**src/rtl/wb_arbiter2_pkg.sv**
```systemverilog
// Shared definitions for the two-master Wishbone arbiter: bus-owner state
// encodings and the round-robin pick used whenever the bus is up for grabs.
package wb_arbiter2_pkg;

    typedef enum logic [1:0] {
        ARB_IDLE = 2'd0,
        ARB_GNT0 = 2'd1,
        ARB_GNT1 = 2'd2
    } arb_state_t;

    // Round-robin choice between the two requesters; on a tie the master that
    // did not own the bus most recently wins.
    function automatic arb_state_t arb_pick(input logic req0, input logic req1,
                                            input logic last_grant);
        arb_state_t pick;
        pick = ARB_IDLE;
        if (req0 && req1) begin
            pick = last_grant ? ARB_GNT0 : ARB_GNT1;
        end else if (req0) begin
            pick = ARB_GNT0;
        end else if (req1) begin
            pick = ARB_GNT1;
        end
        return pick;
    endfunction

endpackage

```
**src/rtl/wb_arbiter2_watchdog.sv**
```systemverilog
// Stall watchdog: counts cycles the strobe waits for a slave response and
// fires a one-cycle pulse on the TIMEOUT-th unanswered cycle. TIMEOUT=0
// disables it.
module wb_watchdog #(
    parameter int TIMEOUT = 255
) (
    input  logic clk,
    input  logic rst_n,
    input  logic clr,
    input  logic busy,
    input  logic done,
    output logic fire
);

    localparam int CNT_W = (TIMEOUT > 0) ? $clog2(TIMEOUT + 1) : 1;
    localparam logic [CNT_W-1:0] CNT_LAST = CNT_W'((TIMEOUT > 0) ? TIMEOUT - 1 : 0);
    localparam logic [CNT_W-1:0] CNT_MAX  = {CNT_W{1'b1}};

    logic [CNT_W-1:0] wd_cnt_reg;
    logic [CNT_W-1:0] wd_cnt_next;

    assign fire = (TIMEOUT > 0) && busy && !done && (wd_cnt_reg == CNT_LAST);

    // Count stalled strobe cycles; restart on any response, idle strobe,
    // owner change or after firing. Saturates rather than wrapping.
    always_comb begin
        wd_cnt_next = wd_cnt_reg;
        if (clr || !busy || done || fire) begin
            wd_cnt_next = '0;
        end else if (wd_cnt_reg != CNT_MAX) begin
            wd_cnt_next = wd_cnt_reg + 1'b1;
        end
    end

    // Counter register.
    always_ff @(posedge clk or negedge rst_n) begin
        if (!rst_n) begin
            wd_cnt_reg <= '0;
        end else begin
            wd_cnt_reg <= wd_cnt_next;
        end
    end

endmodule

```
**src/rtl/wb_arbiter2.sv**
```systemverilog
// Two-master round-robin Wishbone classic arbiter. Grants whole bus cycles
// (held while the owner keeps cyc high) and errors out stalled strobes.
module wb_arbiter2
    import wb_arbiter2_pkg::*;
#(
    parameter int ADDR_W  = 32,
    parameter int DATA_W  = 128,
    parameter int SEL_W   = DATA_W / 8,
    parameter int TIMEOUT = 255
) (
    input  logic              clk,
    input  logic              rst_n,
    input  logic [ADDR_W-1:0] m0_adr_i,
    input  logic [DATA_W-1:0] m0_dat_i,
    output logic [DATA_W-1:0] m0_dat_o,
    input  logic              m0_we_i,
    input  logic [SEL_W-1:0]  m0_sel_i,
    input  logic              m0_stb_i,
    input  logic              m0_cyc_i,
    output logic              m0_ack_o,
    output logic              m0_err_o,
    output logic              m0_rty_o,
    input  logic [ADDR_W-1:0] m1_adr_i,
    input  logic [DATA_W-1:0] m1_dat_i,
    output logic [DATA_W-1:0] m1_dat_o,
    input  logic              m1_we_i,
    input  logic [SEL_W-1:0]  m1_sel_i,
    input  logic              m1_stb_i,
    input  logic              m1_cyc_i,
    output logic              m1_ack_o,
    output logic              m1_err_o,
    output logic              m1_rty_o,
    output logic [ADDR_W-1:0] s_adr_o,
    output logic [DATA_W-1:0] s_dat_o,
    output logic              s_we_o,
    output logic [SEL_W-1:0]  s_sel_o,
    output logic              s_stb_o,
    output logic              s_cyc_o,
    input  logic [DATA_W-1:0] s_dat_i,
    input  logic              s_ack_i,
    input  logic              s_err_i,
    input  logic              s_rty_i
);

    arb_state_t state_reg, state_next;
    logic       last_grant_reg, last_grant_next;

    logic [1:0] own;
    logic [1:0] cyc_req;
    logic [1:0] stb_req;
    logic [1:0] ack_vec, err_vec, rty_vec;
    logic       raw_stb;
    logic       wd_fire;

    assign cyc_req = {m1_cyc_i, m0_cyc_i};
    assign stb_req = {m1_stb_i, m0_stb_i};
    assign own     = {state_reg == ARB_GNT1, state_reg == ARB_GNT0};

    // Owner holds the bus while its cyc stays high; otherwise re-arbitrate
    // directly (no IDLE bubble between owners).
    always_comb begin
        state_next      = state_reg;
        last_grant_next = last_grant_reg;
        case (state_reg)
            ARB_GNT0: if (!m0_cyc_i) state_next = arb_pick(m0_cyc_i, m1_cyc_i, last_grant_reg);
            ARB_GNT1: if (!m1_cyc_i) state_next = arb_pick(m0_cyc_i, m1_cyc_i, last_grant_reg);
            default:  state_next = arb_pick(m0_cyc_i, m1_cyc_i, last_grant_reg);
        endcase
        if (state_next == ARB_GNT0) begin
            last_grant_next = 1'b0;
        end else if (state_next == ARB_GNT1) begin
            last_grant_next = 1'b1;
        end
    end

    // Grant state and round-robin history; reset favours m0 on the first tie.
    always_ff @(posedge clk or negedge rst_n) begin
        if (!rst_n) begin
            state_reg      <= ARB_IDLE;
            last_grant_reg <= 1'b1;
        end else begin
            state_reg      <= state_next;
            last_grant_reg <= last_grant_next;
        end
    end

    // Slave-side muxes: m1 only when it owns the bus, m0 otherwise (idle too).
    assign s_adr_o = own[1] ? m1_adr_i : m0_adr_i;
    assign s_dat_o = own[1] ? m1_dat_i : m0_dat_i;
    assign s_we_o  = own[1] ? m1_we_i  : m0_we_i;
    assign s_sel_o = own[1] ? m1_sel_i : m0_sel_i;
    assign s_cyc_o = |(own & cyc_req);
    assign raw_stb = |(own & cyc_req & stb_req);
    assign s_stb_o = raw_stb & ~wd_fire;

    wb_watchdog #(
        .TIMEOUT (TIMEOUT)
    ) u_watchdog (
        .clk   (clk),
        .rst_n (rst_n),
        .clr   (state_next != state_reg),
        .busy  (raw_stb),
        .done  (s_ack_i | s_err_i | s_rty_i),
        .fire  (wd_fire)
    );

    // Responses go to the owner only; a watchdog timeout merges into err.
    generate
        for (genvar gi = 0; gi < 2; gi++) begin : g_resp
            assign ack_vec[gi] = own[gi] & s_ack_i;
            assign err_vec[gi] = own[gi] & (s_err_i | wd_fire);
            assign rty_vec[gi] = own[gi] & s_rty_i;
        end
    endgenerate

    assign m0_ack_o = ack_vec[0];
    assign m0_err_o = err_vec[0];
    assign m0_rty_o = rty_vec[0];
    assign m1_ack_o = ack_vec[1];
    assign m1_err_o = err_vec[1];
    assign m1_rty_o = rty_vec[1];
    assign m0_dat_o = s_dat_i;
    assign m1_dat_o = s_dat_i;

endmodule

```
**config.mk**
```make
export PLATFORM = sky130hd
export DESIGN_NAME = wb_arbiter2
export DESIGN_NICKNAME = d
export VERILOG_FILES = /design/src/rtl/wb_arbiter2_pkg.sv /design/src/rtl/wb_arbiter2_watchdog.sv /design/src/rtl/wb_arbiter2.sv
export SDC_FILE = /design/constraint.sdc
export NUM_CORES = 1
export LEC_CHECK = 0
export CAP_MARGIN = 20
export CORE_AREA = 2 2 365 367
export CTS_BUF_LIST = sky130_fd_sc_hd__clkbuf_4 sky130_fd_sc_hd__clkbuf_8
export DETAILED_ROUTE_END_ITERATION = 6
export DIE_AREA = 0 0 367 369
export PLACE_DENSITY = 0.3
export SYNTH_ARGS = -nofsm -noshare
export SYNTH_HDL_FRONTEND = slang
export SYNTH_SLANG_ARGS = --single-unit
export TNS_END_PERCENT = 5
```
**constraint.sdc**
```tcl
create_clock -name clk -period 7.7 [get_ports clk]
set_clock_uncertainty 0.2 [all_clocks]
set_input_delay 2.31 -clock clk [delete_from_list [all_inputs] [get_ports clk]]
set_output_delay 2.31 -clock clk [all_outputs]
set_load 0.01 [all_outputs]
```
Yosys cells after proc, flatten, opt, wreduce, memory -nomap -nowiden:

Index checks and enable logic that the tools add are counted.

* register bits after elaboration: 11
* input bits: 491
* output and inout port bits: 441
* logic and storage cells: 54

* add/sub/neg operators: 1
* equality and inequality tests: 7
* muxes and demuxes: 18
* bitwise gates (word level): 13
* reduce and logical (&&, ||, !) cells: 12

Operators with widths (count)
* 2-to-1 mux 128 bit: 1
* 2-to-1 mux 32 bit: 1
* 2-to-1 mux 16 bit: 1
* 2-to-1 mux 2 bit: 8
* 2-to-1 mux 8 bit: 2
* adder 8 x 1 -> 8 bit, second input constant: 1
* equality test 8 bit, second input constant: 1
* inequality test 8 bit, second input constant: 1
* AND 1 bit: 7
* AND 2 bit: 2
* equality test 2 x 1 -> 1 bit, second input constant: 2
* equality test 2 bit, second input constant: 2
* 2-to-1 mux 1 bit: 4
* case mux 2 bit (2 select lines): 1
* nonzero test 2 bit: 2
* OR reduction 2 bit: 2
* logical AND 1 bit: 3
* logical OR 1 bit: 3
* OR 1 bit: 3
* logical NOT 1 bit: 2
* inequality test 2 bit: 1
* NOT 1 bit: 1

Depth between registers and ports, before layout:

* depth in word-level cells: 9
* depth in mapped cells: 9
* gate-level depth less buffers: 8

Hierarchy:

A second synthesis with hierarchy kept.

* cell total of the unflattened synthesis: 538
* area, all modules: 4832.1 µm²

Modules (own cells, without submodules)
* wb_arbiter2: times used 1, cells an instance 489, area each 4372.9 µm², seq. area each 76.3 µm²
* wb_watchdog: times used 1, cells an instance 49, area each 459.2 µm², seq. area each 200.2 µm²

Worst setup path before layout:

OpenSTA, ideal clock, no wires.

* kind: input to output
* start point: input m0_cyc_i
* end point: output m0_err_o
* data arrival time: 3.111 ns
* required time: 5.190 ns
* path slack: 2.079 ns
* stages on the path: 5
* buffers on the path: 1
* cell sequence: buf_2 -> and3_1 -> o21ai_0 -> o21ba_2 -> nor2b_1

* longest elaborated chain between the ends: 7

Ends and longest elaborated chain
* from (decl): RTL line wb_arbiter2.sv:19 `input logic m0_cyc_i,`
* AND 2 bit (2 in series): RTL line wb_arbiter2.sv:93 `assign raw_stb = |(own & cyc_req & stb_req);`
* OR reduction 2 bit: RTL line wb_arbiter2.sv:93
* logical AND 1 bit (2 in series): RTL line wb_arbiter2_watchdog.sv:22 `assign fire = (TIMEOUT > 0) && busy && !done && (wd_cnt_reg == CNT_LAST);`
* OR 1 bit: RTL line wb_arbiter2.sv:111 `assign err_vec[gi] = own[gi] & (s_err_i | wd_fire);`
* AND 1 bit: RTL line wb_arbiter2.sv:111
* to (decl): RTL line wb_arbiter2.sv:21 `output logic m0_err_o,`

No other way between the ends.

Worst setup path in the final report:

* start point: input m0_cyc_i
* end point: output m1_err_o

* longest elaborated chain between the ends: 7

Ends and longest elaborated chain
* AND 2 bit (2 in series): RTL line wb_arbiter2.sv:93
* OR reduction 2 bit: RTL line wb_arbiter2.sv:93
* logical AND 1 bit (2 in series): RTL line wb_arbiter2_watchdog.sv:22
* OR 1 bit: RTL line wb_arbiter2.sv:111
* AND 1 bit: RTL line wb_arbiter2.sv:111
* to (decl): RTL line wb_arbiter2.sv:31 `output logic m1_err_o,`

No other way between the ends.

==> flow_metrics.tcl <==
set metrics [dict create \
    status "finished, final reports clean" \
    globalRouteOverflowTotal 0 \
    power.net_switching_uw 903 \
    num_rows 133 \
    setup_viol 0 \
    pwr-share-seq_pct 4.1 \
    synth-async-reset-ratio_pct 100 \
    io_pins 932 \
    critPathBufInv 2 \
    drive_gt1_share_pct 23.9 \
    intPower_uw 997 \
    die-height_um 369 \
    yosysMostFrequentCell "buf_4" \
    ys_seq_area_share_pct 5.66 \
    criticalPathCategory "input pin to primary output" \
    hpwl_mm 55.3 \
    hp-class "flop to flop" \
    synth_cells 548 \
    ys_top_cells_by_area "mux2_2 41%, buf_4 39%, dfrtp_1 5.1%" \
    fin_crit_sh_pct 88.3 \
    drv_cap 0 \
    avgSynthCellArea_um2 8.91 \
    rsz0062_at_grt "no" \
    reg2reg_from "state_reg[1]$_DFF_PN0_" \
    portBuffers 547 \
    clock-root-buffer "clkbuf_8" \
    path_depth 6 \
    power.share.clock_pct 3.1 \
    finish.utilization_pct 8.14 \
    routedWlPerCell_um 22.6 \
    largest_reg_flops 8 \
    maxSlewHeadroom_pct 43.7 \
    p_leak_nw 3.20 \
    num_vias 5183 \
    netlist.area_leader.share_pct 40.8 \
    worstPathRequired_ns 5.19 \
    setup_tns_ns 0 \
    power.total_mw 1.90 \
    worstReg2RegEnd "u_watchdog.wd_cnt_reg[0]$_DFFE_PN0P_" \
    synth_edf_count 0 \
    clk_pin_slew_ns 0.05 \
    switching_share_pct 47.5 \
    pwr-share-comb_pct 92.8 \
    netlist_top_cells_count "256 x buf_4, 177 x mux2_2, 19 x buf_2" \
    dr.first_iter.drc_count 113 \
    cp_top_family "buffers and inverters" \
    worstPathArrival_ns 4.29 \
    path_max_fanout 10 \
    antenna_found_initial 16 \
    htreeDepth 1 \
    slowest_delay_ns 0.67 \
    grt_max_degree 55 \
    hold_buffers 0 \
    design_area_um2 10700 \
    die-area_um2 135000 \
    initial_core_util_pct 3.72 \
    coreArea_um2 131000 \
    grt_pass1_vias 5502 \
    yosys_register_bits 11 \
    wl_mm 58.5 \
    hold_violations 0 \
    globalplace.congestion 0.819 \
    cts_resized 0 \
    maxSlewViolCount 0 \
    clk_latency_ns 0.24 \
    hold_start "last_grant_reg$_DFFE_PN1P_" \
    peakVddDrop_uv 76.4 \
    grtUsageTotal_pct 8.09 \
    cp_slowest_cell "clkdlybuf4s50_1" \
    fill_cells 15403 \
    drc 0 \
    cts_buffer_depth 2 \
    fin_nets 1325 \
    fmax_mhz 147 \
    holdWs_ns 0.288 \
    ys_warn_count 0 \
    cp-startpoint "m0_cyc_i" \
    cpMostUsedCell "clkdlybuf4s50_1" \
    ant_nets 0 \
    netlist_area_um2 4880 \
    crit_chain "clkdlybuf4s50_1, and3_1, o21ai_0, o21ba_2, nor2b_1, clkdlybuf4s50_1" \
    cts_tree "yes" \
    cts_buffers 3 \
    rr_worst_depth 6 \
    post_synth_num_cell_types 46 \
    ys_dominant_reg_cell "dfrtp_1" \
    syn2layout_area_growth_pct 119 \
    die_w_um 367 \
    rrSetupSlack_ns 4.94 \
    startpoint_type "input pin" \
    grt_pass1_wl_mm 69.4 \
    critPathCaptureType "primary output" \
    p_per_area_nw_per_um2 178 \
    post-cts-setup-buffers 0 \
    finalCriticalPeriod_ns 6.80 \
    tightest_slew_ns 0.844 \
    first_pass_iters 4 \
    synth_fp_nets 1044 \
    yosysTopAreaCell "mux2_2" \
    cts.sinks 11 \
    detail_route.vias_per_cell 2.01 \
    place_area_um2 10600 \
    timing.critical_path.to "m1_err_o" \
]
-- through the flow --
step / cells / setup WS [ns]
after floorplan: 548 / 2.08
after global placement: 2579 / 0.876
after CTS: 2583 / 0.916
after global routing: 2583 / 0.804
final: 2585 / 0.905
after detailed placement: 2579 / 0.918
-- logic make-up after synthesis --
kind of cell / after synthesis / share of synthesized area [%]
XOR/XNOR: 4 / 0.718
flip-flops: 11 / 5.66
adder cells (fa/ha/maj): 5 / 1.28
buffers and inverters: 284 / 42.2
multiplexers: 179 / 41.2
AND/OR/NAND/NOR: 40 / 5.10
AO/OA/AOI/OAI: 25 / 3.84
-- worst reg2reg max path, stage by stage (launching register included) --
cell and delay (ns):
dfrtp_1 0.52, ha_4 0.46, buf_12 0.30, and3b_1 0.22
a31oi_1 0.07, o2111ai_1 0.73, nor3_1 0.11
-- final cells by class --
type / count / area, um^2 / share of cell area, %
timing repair buffer: 555 / 5570 / 52.2
inverter: 5 / 18.8 / 0.176
clock inverter: 1 / 5.00 / 0.0469
sequential: 11 / 277 / 2.59
clock buffer: 3 / 41.3 / 0.387
tap: 1755 / 2200 / 20.6
multi-input combinational: 253 / 2560 / 24.0
antenna: 2 / 5.00 / 0.0469
-- how the worst min path moves through the flow --
stage | endpoint | slack, ns | cells after the start
finish | last_grant_reg$_DFFE_PN1P_ | 0.29 | 2
global route | last_grant_reg$_DFFE_PN1P_ | 0.32 | 2
CTS | last_grant_reg$_DFFE_PN1P_ | 0.30 | 2
detailed placement | last_grant_reg$_DFFE_PN1P_ | 0.29 | 2
global placement | last_grant_reg$_DFFE_PN1P_ | 0.29 | 2
floorplan | last_grant_reg$_DFFE_PN1P_ | 0.26 | 2
-- metal layers --
| layer | global-route usage, % | vias to the layer above | wire length, um |
|---|---|---|---|
| li1 | - | 2193 | - |
| met1 | 8.35 | 2300 | 20500 |
| met2 | 12.2 | 572 | 24900 |
| met3 | 7.57 | 102 | 12000 |
| met4 | 1.04 | 16 | 1070 |
| met5 | 0.356 | - | 147 |
-- placed cells by master (no fill, tap or decap), types with 2 or more instances in the layout --
cell type	count
clkdlybuf4s50_1	546
mux2_2	177
dfrtp_1	10
nor3_1	9
buf_4	6
inv_1	5
and2_1	5
nand2b_1	4
o21ai_0	4
ha_1	4
nor2b_1	3
nand2_1	3
a31oi_1	3
and3_1	3
nand3_1	3
xnor2_1	3
clkbuf_8	3
buf_12	3
diode_2	2
o31ai_1	2
nor2_1	2
o2111ai_1	2
mux2i_1	2
-- power groups by stage --
stage	sequential, mW	combinational [mW]	clock, mW
4_1_cts	0.0769	1.84	0.0619
3_5_place_dp	0.0782	1.83	0
6_report	0.0776	1.76	0.0589
3_3_place_gp	0.0782	1.83	0
5_1_grt	0.0789	1.89	0.0644
2_1_floorplan	0.0739	0.798	0
(Power assumes the default switching activity.)
